**src/rtl/pwm_gen_pkg.sv**
```systemverilog
// Shared types and helpers for the PWM generator and its output plugins.
// Holds the run-state encoding and the saturating magnitude used on signed duty requests.
package pwm_gen_pkg;

   typedef enum logic [1:0] {
      IDLE,
      RUN,
      FAULT
   } state_t;

   localparam int MAX_W = 64;

   // v is sign-extended to MAX_W; w is the native width. The most negative value clamps to 2^(w-1)-1.
   function automatic logic [MAX_W-1:0] sat_mag(input logic [MAX_W-1:0] v, input int unsigned w);
      logic [MAX_W-1:0] lim;
      logic [MAX_W-1:0] neg;
      lim = (MAX_W'(1) << (w - 1)) - MAX_W'(1);
      neg = ~v + MAX_W'(1);
      if (!v[MAX_W-1]) return v;
      if (neg > lim) return lim;
      return neg;
   endfunction

endpackage

```
**src/rtl/pwm_gen_if.sv**
```systemverilog
// Control and output bundle of the PWM generator.
// The master drives run/load/period/duty; the slave (generator) drives the pin-side outputs.
interface pwm_gen_if #(
   parameter int WIDTH = 32
);
   logic             enable;
   logic             load;
   logic [WIDTH-1:0] period;
   logic [WIDTH-1:0] duty;
   logic             pwm;
   logic             dir;
   logic             cycle_start;
   logic             fault;

   modport master (
      output enable, load, period, duty,
      input  pwm, dir, cycle_start, fault
   );

   modport slave (
      input  enable, load, period, duty,
      output pwm, dir, cycle_start, fault
   );
endinterface

```
**src/rtl/pwm_gen_wdt.sv**
```systemverilog
// Load-kick watchdog: counts run clocks since the last kick and flags expiry at WDT_CNT (0 disables).
// expire is combinational from the count; a kick in the expiring clock wins.
module pwm_wdt #(
   parameter int unsigned WDT_CNT = 50000000
) (
   input  logic clk,
   input  logic rst,
   input  logic run,
   input  logic kick,
   output logic expire
);
   localparam int CW = (WDT_CNT < 1) ? 1 : $clog2(WDT_CNT + 1);
   localparam logic [CW-1:0] LIMIT = CW'(WDT_CNT);

   logic [CW-1:0] cnt;

   always_ff @(posedge clk or posedge rst) begin
      if (rst) begin
         cnt <= '0;
      end else if (!run || kick) begin
         cnt <= '0;
      end else if (cnt != LIMIT) begin
         cnt <= cnt + 1'b1;
      end
   end

   assign expire = (WDT_CNT != 0) && run && !kick && (cnt == LIMIT);

endmodule

```
**src/rtl/pwm_gen.sv**
```systemverilog
// Counter PWM generator with double-buffered period/duty, sign-to-direction and a load watchdog.
// Outputs are registered one clock behind the period counter; no backpressure, load accepted any clock.
module pwm_gen
   import pwm_gen_pkg::*;
#(
   parameter int          WIDTH   = 32,
   parameter int unsigned WDT_CNT = 50000000
) (
   input logic      clk,
   input logic      rst,
   pwm_gen_if.slave bus
);
   state_t           state, state_n;
   logic [WIDTH-1:0] cnt, cnt_n;
   logic [WIDTH-1:0] per_p, mag_p;
   logic             neg_p;
   logic [WIDTH-1:0] per_a, mag_a, per_a_n, mag_a_n;
   logic             neg_a, neg_a_n;
   logic             pwm_q, pwm_n;
   logic             dir_q, dir_n;
   logic             cs_q, cs_n;
   logic             fault_q, fault_n;

   logic [MAX_W-1:0] duty_sx;
   logic [WIDTH-1:0] load_mag;
   logic [WIDTH-1:0] byp_per, byp_mag;
   logic             byp_neg;
   logic             run_st;
   logic             wdt_expire;

   assign duty_sx  = {{(MAX_W-WIDTH){bus.duty[WIDTH-1]}}, bus.duty};
   assign load_mag = WIDTH'(sat_mag(duty_sx, WIDTH));

   // Pending view including a load in this very clock; used where new data may bypass pending.
   assign byp_per = bus.load ? bus.period        : per_p;
   assign byp_mag = bus.load ? load_mag          : mag_p;
   assign byp_neg = bus.load ? bus.duty[WIDTH-1] : neg_p;

   assign run_st = (state == RUN);

   pwm_wdt #(
      .WDT_CNT(WDT_CNT)
   ) u_wdt (
      .clk    (clk),
      .rst    (rst),
      .run    (run_st),
      .kick   (bus.load),
      .expire (wdt_expire)
   );

   always_comb begin
      state_n = state;
      cnt_n   = cnt;
      per_a_n = per_a;
      mag_a_n = mag_a;
      neg_a_n = neg_a;
      pwm_n   = 1'b0;
      cs_n    = 1'b0;
      dir_n   = dir_q;
      fault_n = fault_q;
      case (state)
         IDLE: begin
            cnt_n   = '0;
            fault_n = 1'b0;
            if (bus.enable) begin
               state_n = RUN;
               per_a_n = byp_per;
               mag_a_n = byp_mag;
               neg_a_n = byp_neg;
            end
         end
         RUN: begin
            if (!bus.enable) begin
               state_n = IDLE;
               cnt_n   = '0;
            end else if (wdt_expire) begin
               state_n = FAULT;
               fault_n = 1'b1;
               cnt_n   = '0;
            end else begin
               dir_n = neg_a;
               if (per_a == '0) begin
                  // Zero period parks the counter and keeps polling pending for a usable period.
                  cnt_n   = '0;
                  per_a_n = byp_per;
                  mag_a_n = byp_mag;
                  neg_a_n = byp_neg;
               end else begin
                  pwm_n = (cnt < mag_a);
                  cs_n  = (cnt == '0);
                  if (cnt == per_a - 1'b1) begin
                     cnt_n   = '0;
                     per_a_n = per_p;
                     mag_a_n = mag_p;
                     neg_a_n = neg_p;
                  end else begin
                     cnt_n = cnt + 1'b1;
                  end
               end
            end
         end
         FAULT: begin
            cnt_n = '0;
            if (!bus.enable) begin
               state_n = IDLE;
               fault_n = 1'b0;
            end
         end
         default: begin
            state_n = IDLE;
            cnt_n   = '0;
         end
      endcase
   end

   always_ff @(posedge clk or posedge rst) begin
      if (rst) begin
         state   <= IDLE;
         cnt     <= '0;
         per_p   <= '0;
         mag_p   <= '0;
         neg_p   <= 1'b0;
         per_a   <= '0;
         mag_a   <= '0;
         neg_a   <= 1'b0;
         pwm_q   <= 1'b0;
         dir_q   <= 1'b0;
         cs_q    <= 1'b0;
         fault_q <= 1'b0;
      end else begin
         state   <= state_n;
         cnt     <= cnt_n;
         per_a   <= per_a_n;
         mag_a   <= mag_a_n;
         neg_a   <= neg_a_n;
         pwm_q   <= pwm_n;
         dir_q   <= dir_n;
         cs_q    <= cs_n;
         fault_q <= fault_n;
         if (bus.load) begin
            per_p <= bus.period;
            mag_p <= load_mag;
            neg_p <= bus.duty[WIDTH-1];
         end
      end
   end

   assign bus.pwm         = pwm_q;
   assign bus.dir         = dir_q;
   assign bus.cycle_start = cs_q;
   assign bus.fault       = fault_q;

endmodule

```
**src/flat_wrapper.sv**
```systemverilog
// flat-port wrapper written by rule: the top's interface ports become plain ports
module pwm_gen_flat import pwm_gen_pkg::*;
#(
   parameter int          WIDTH   = 32,
   parameter int unsigned WDT_CNT = 50000000
)
  (clk, rst, bus_enable, bus_load, bus_period, bus_duty, bus_pwm, bus_dir, bus_cycle_start, bus_fault);
  pwm_gen_if #(.WIDTH(WIDTH)) bus_i ();
  input logic clk;
  input logic rst;
  input wire logic [$bits(bus_i.enable)-1:0] bus_enable;
  input wire logic [$bits(bus_i.load)-1:0] bus_load;
  input wire logic [$bits(bus_i.period)-1:0] bus_period;
  input wire logic [$bits(bus_i.duty)-1:0] bus_duty;
  output wire logic [$bits(bus_i.pwm)-1:0] bus_pwm;
  output wire logic [$bits(bus_i.dir)-1:0] bus_dir;
  output wire logic [$bits(bus_i.cycle_start)-1:0] bus_cycle_start;
  output wire logic [$bits(bus_i.fault)-1:0] bus_fault;
  assign bus_i.enable = bus_enable;
  assign bus_i.load = bus_load;
  assign bus_i.period = bus_period;
  assign bus_i.duty = bus_duty;
  assign bus_pwm = bus_i.pwm;
  assign bus_dir = bus_i.dir;
  assign bus_cycle_start = bus_i.cycle_start;
  assign bus_fault = bus_i.fault;
  pwm_gen #(.WIDTH(WIDTH), .WDT_CNT(WDT_CNT)) u_core (.clk(clk), .rst(rst), .bus(bus_i));
endmodule
```
**config.mk**
```make
export PLATFORM = sky130hd
export DESIGN_NAME = pwm_gen_flat
export DESIGN_NICKNAME = d
export VERILOG_FILES = /design/src/rtl/pwm_gen_pkg.sv /design/src/rtl/pwm_gen_if.sv /design/src/rtl/pwm_gen_wdt.sv /design/src/rtl/pwm_gen.sv /design/src/flat_wrapper.sv
export SDC_FILE = /design/constraint.sdc
export NUM_CORES = 1
export LEC_CHECK = 0
export BUFFER_PORTS_ARGS = -buffer_cell sky130_fd_sc_hd__buf_2
export CAP_MARGIN = 30
export CORE_MARGIN = 5
export CORE_UTILIZATION = 69
export CTS_BUF_LIST = sky130_fd_sc_hd__clkbuf_4
export DETAILED_ROUTE_END_ITERATION = 6
export GPL_TIMING_DRIVEN = 0
export HOLD_SLACK_MARGIN = 0.08
export PLACE_DENSITY = 0.95
export RECOVER_POWER = 25
export REMOVE_ABC_BUFFERS = 1
export SLEW_MARGIN = 25
export SYNTH_ARGS = -nofsm -noshare
export SYNTH_HDL_FRONTEND = slang
export SYNTH_SLANG_ARGS = --single-unit
```
**constraint.sdc**
```tcl
create_clock -name clk -period 9.7 [get_ports clk]
set_input_delay 0.97 -clock clk [delete_from_list [all_inputs] [get_ports clk]]
set_output_delay 0.97 -clock clk [all_outputs]
set_load 0.02 [all_outputs]
```
==> metrics.csv <==
metric,value,unit
cts_tree,yes,
leakage,6.20,nW
final.setup.tns,0,ps
ir_worst_vdd,0.0000837,V
ys_types,75,
cts_sinks,194,
finalHoldViolCount,0,
die_h,147,µm
yosys_register_bits,194,
cp-start-kind,input pin,
path_clk_slew,150,ps
cts_max_path_buffers,2,
coreArea,0.0186,mm²
worstPathMaxFanout,13,
layout-drive-gt1-share,0.157,
root_buffer,clkbuf_4,
netlist_instances,1407,
critPathArrivalTime,5380,ps
endpoint_kind,flip-flop,
detail-route-antenna-nets,0,
io_pins,72,
yosys.area_share.simple,0.199,
route.vias.total,11300,
cts_buffers,17,
dieArea,0.0217,mm²
cts_resized,0,
drt-initial-drc-count,1328,
cts_hold_buf,0,
status,"complete, but fails checks",
synth_compound_area_frac,0.153,
post-route-util,0.740,
dr.pass1.iters,7,
violations,"max-capacitance violations, max-slew violations",
fin_skew,21.1,ps
period_needed,4870,ps
pwr-share-seq,0.520,
synth_xor_area_frac,0.0648,
yosys-mux-area-fraction,0.118,
pwr-share-clk,0.245,
post_drt_wl_per_cell,19.2,µm
tightest_slew,3370,ps
synth_edf_count,0,
initial_core_util,0.696,
slew_headroom,-1.25,
netSwitchingPower,622,µW
synth-main-ff-cell,dfrtp_1,
min_path_type,flip-flop to flip-flop,
drcViolationCount,0,
pre_cts_ws,4360,ps
post_cts_buffers,0,
gp_congestion,0.906,
area_growth,6.26,%
synth_fa_ha_area_frac,0.0366,
grt_max_degree,91,
grt_pass1_vias,11000,
grt_usage,0.294,
critPathKind,input pin to flip-flop,
syn_area,0.0130,mm²
required,10210,ps
dp_hpwl,22900,µm
p_int,1.27,mW
grt_overflow,0,
fillers,1245,
synth-seq-area-share,0.374,
grt_pass1_wl,53300,µm
die_x,147,µm
comb_power_share,0.235,
vias_per_cell,6.80,
placed_cell_area,0.0135,mm²
pwr_density_cell,137,mW/mm²
avgSynthCellArea,9.23,µm²
synth_top_family_by_area,simple AND/OR/NAND/NOR gates,
period_share,0.502,
rows,50,
switching_share,0.329,
h-tree-depth,4,
max-cap-violations,2,
stdcell_area,0.0138,mm²
yosysWarningCount,0,
worstSkewPairLatency,630,ps
antenna_found_initial,1,
synthArstFlopShare,1.00,
rsz0062_at_grt,false,
max_clock_freq,205,MHz
routed_wl,32000,µm
port_buffers,71,
fin_nets,1522,
timing.final.ws_setup,4830,ps
finalSetupViolCount,0,
finalMaxSlewViolations,107,
-- sequential cells by signal, indices dropped and copies added, names as in the netlist --
register / count
u_core.cnt: 32
u_core.neg_p: 1
u_core.neg_a: 1
u_core.bus.fault: 1
u_core.bus.pwm: 1
u_core.mag_a: 32
u_core.mag_p: 32
u_core.bus.dir: 1
u_core.per_a: 32
u_core.per_p: 32
u_core.state: 2
u_core.u_wdt.cnt: 26
u_core.bus.cycle_start: 1
-- worst paths after layout --
kind / start / to / slack, ps / cells after the start
worst max-delay path: bus_duty[1] / u_core.mag_a[2] / 4830 / 14
worst min-delay path: u_core.mag_p[28] / u_core.mag_p[28] / 500 / 1
worst max register to register: u_core.per_a[0] / u_core.cnt[7] / 4970 / 13
worst min register to register: u_core.mag_p[28] / u_core.mag_p[28] / 500 / 1
max in group asynchronous: rst / u_core.mag_a[0] / 4950 / 3
min in group asynchronous: rst / u_core.per_p[25] / 850 / 2
-- cells in the mapped netlist (10+ instances only) --
cell type  number  share of area
buf_2          19         0.0073
nor3_1         38          0.015
a21boi_0       10         0.0058
o22ai_1        18         0.0087
nand3_1        48          0.019
o221ai_1       19          0.013
and3_1         24          0.012
and2_1         17         0.0082
a31oi_1        12         0.0058
nor4_1         25          0.012
ha_1           38          0.037
a311o_1        13          0.010
mux2_2         87          0.075
a221o_1        34          0.026
xor2_1         59          0.040
o21ai_0        31          0.012
inv_1          63          0.018
a21oi_1        26          0.010
clkbuf_1       61          0.018
nand4_1        29          0.014
mux2i_1        55          0.042
dfrtp_1       194           0.37
nand2b_1       12         0.0058
nand2_1       138          0.040
o21a_1         11         0.0064
xnor2_1        37          0.025
a21o_1         13         0.0075
o41ai_1        10         0.0067
or3_1          11         0.0053
nor2_1        113          0.033
-- cells by family after synthesis --
kind of cell | count (synthesis)
flip-flops | 194
multiplexers | 142
buffers and inverters | 165
XOR/XNOR | 96
AND/OR/NAND/NOR | 513
adder cells (fa/ha/maj) | 38
AO/OA/AOI/OAI | 259
-- cells in the final DEF, fill, tap and decap left out, types with 17 or more instances in the layout --
| cell | synthesis | layout |
|---|---|---|
| nand3_1 | 48 | 47 |
| xor2_1 | 59 | 59 |
| xnor2_1 | 37 | 37 |
| and3_1 | 24 | 24 |
| and2_1 | 17 | 17 |
| nand2_1 | 138 | 138 |
| o21ai_0 | 31 | 31 |
| a21oi_1 | 26 | 26 |
| nor3_1 | 38 | 38 |
| buf_2 | 19 | 70 |
| nor2_1 | 113 | 113 |
| clkbuf_4 | 0 | 19 |
| a221o_1 | 34 | 34 |
| inv_1 | 63 | 61 |
| mux2_2 | 87 | 87 |
| o22ai_1 | 18 | 18 |
| nor4_1 | 25 | 25 |
| nand4_1 | 29 | 29 |
| o221ai_1 | 19 | 19 |
| ha_1 | 38 | 38 |
| dfrtp_1 | 194 | 194 |
| mux2i_1 | 55 | 55 |
-- critical path, cell delays in order --
cell     delay [ps]
buf_2           100
nor3_1          690
nand4_1         630
nor3_1          290
nand2_1         110
ha_1            320
nor2b_1         770
nand2_1         290
o21ai_0         220
nand2_1          90
mux2_2          290
mux2i_1         190
o22ai_1          90
a311o_1         300
-- per-layer routing --
layer / part of all wire / vias up / global-route usage
li1: - / 5156 / -
met1: 0.41 / 5570 / 0.380
met2: 0.51 / 500 / 0.506
met3: 0.061 / 82 / 0.0549
met4: 0.021 / 0 / 0.0871
met5: 0 / - / 0
-- power by group through the flow --
stage                     Sequential (mW)  Clock, mW  Combinational (mW)
final                               0.983      0.462               0.445
after global routing                0.992      0.496               0.489
after CTS                           0.978      0.464               0.441
after detailed placement            0.993          0               0.438
after global placement              0.986          0               0.398
after floorplan                     0.968          0               0.314
-- per-stage QoR --
stage          cells  power [mW]  hold slack [ps]
2_1_floorplan   1306        1.28              452
3_3_place_gp    1611        1.38              462
3_5_place_dp    1631        1.43              468
4_1_cts         1663        1.88              309
5_1_grt         1664        1.98              515
6_report        1664        1.89              503
-- cell type report --
class / count / area (µm²) / area share
clock inverter: 13 / 143 / 0.0103
tap: 234 / 293 / 0.0212
clock buffer: 19 / 143 / 0.0103
timing repair buffer: 91 / 686 / 0.0497
antenna: 1 / 2.50 / 0.000181
multi-input combinational: 1048 / 7430 / 0.539
inverter: 64 / 244 / 0.0177
sequential: 194 / 4850 / 0.352
Note: power is estimated with default switching activity, not from simulation.
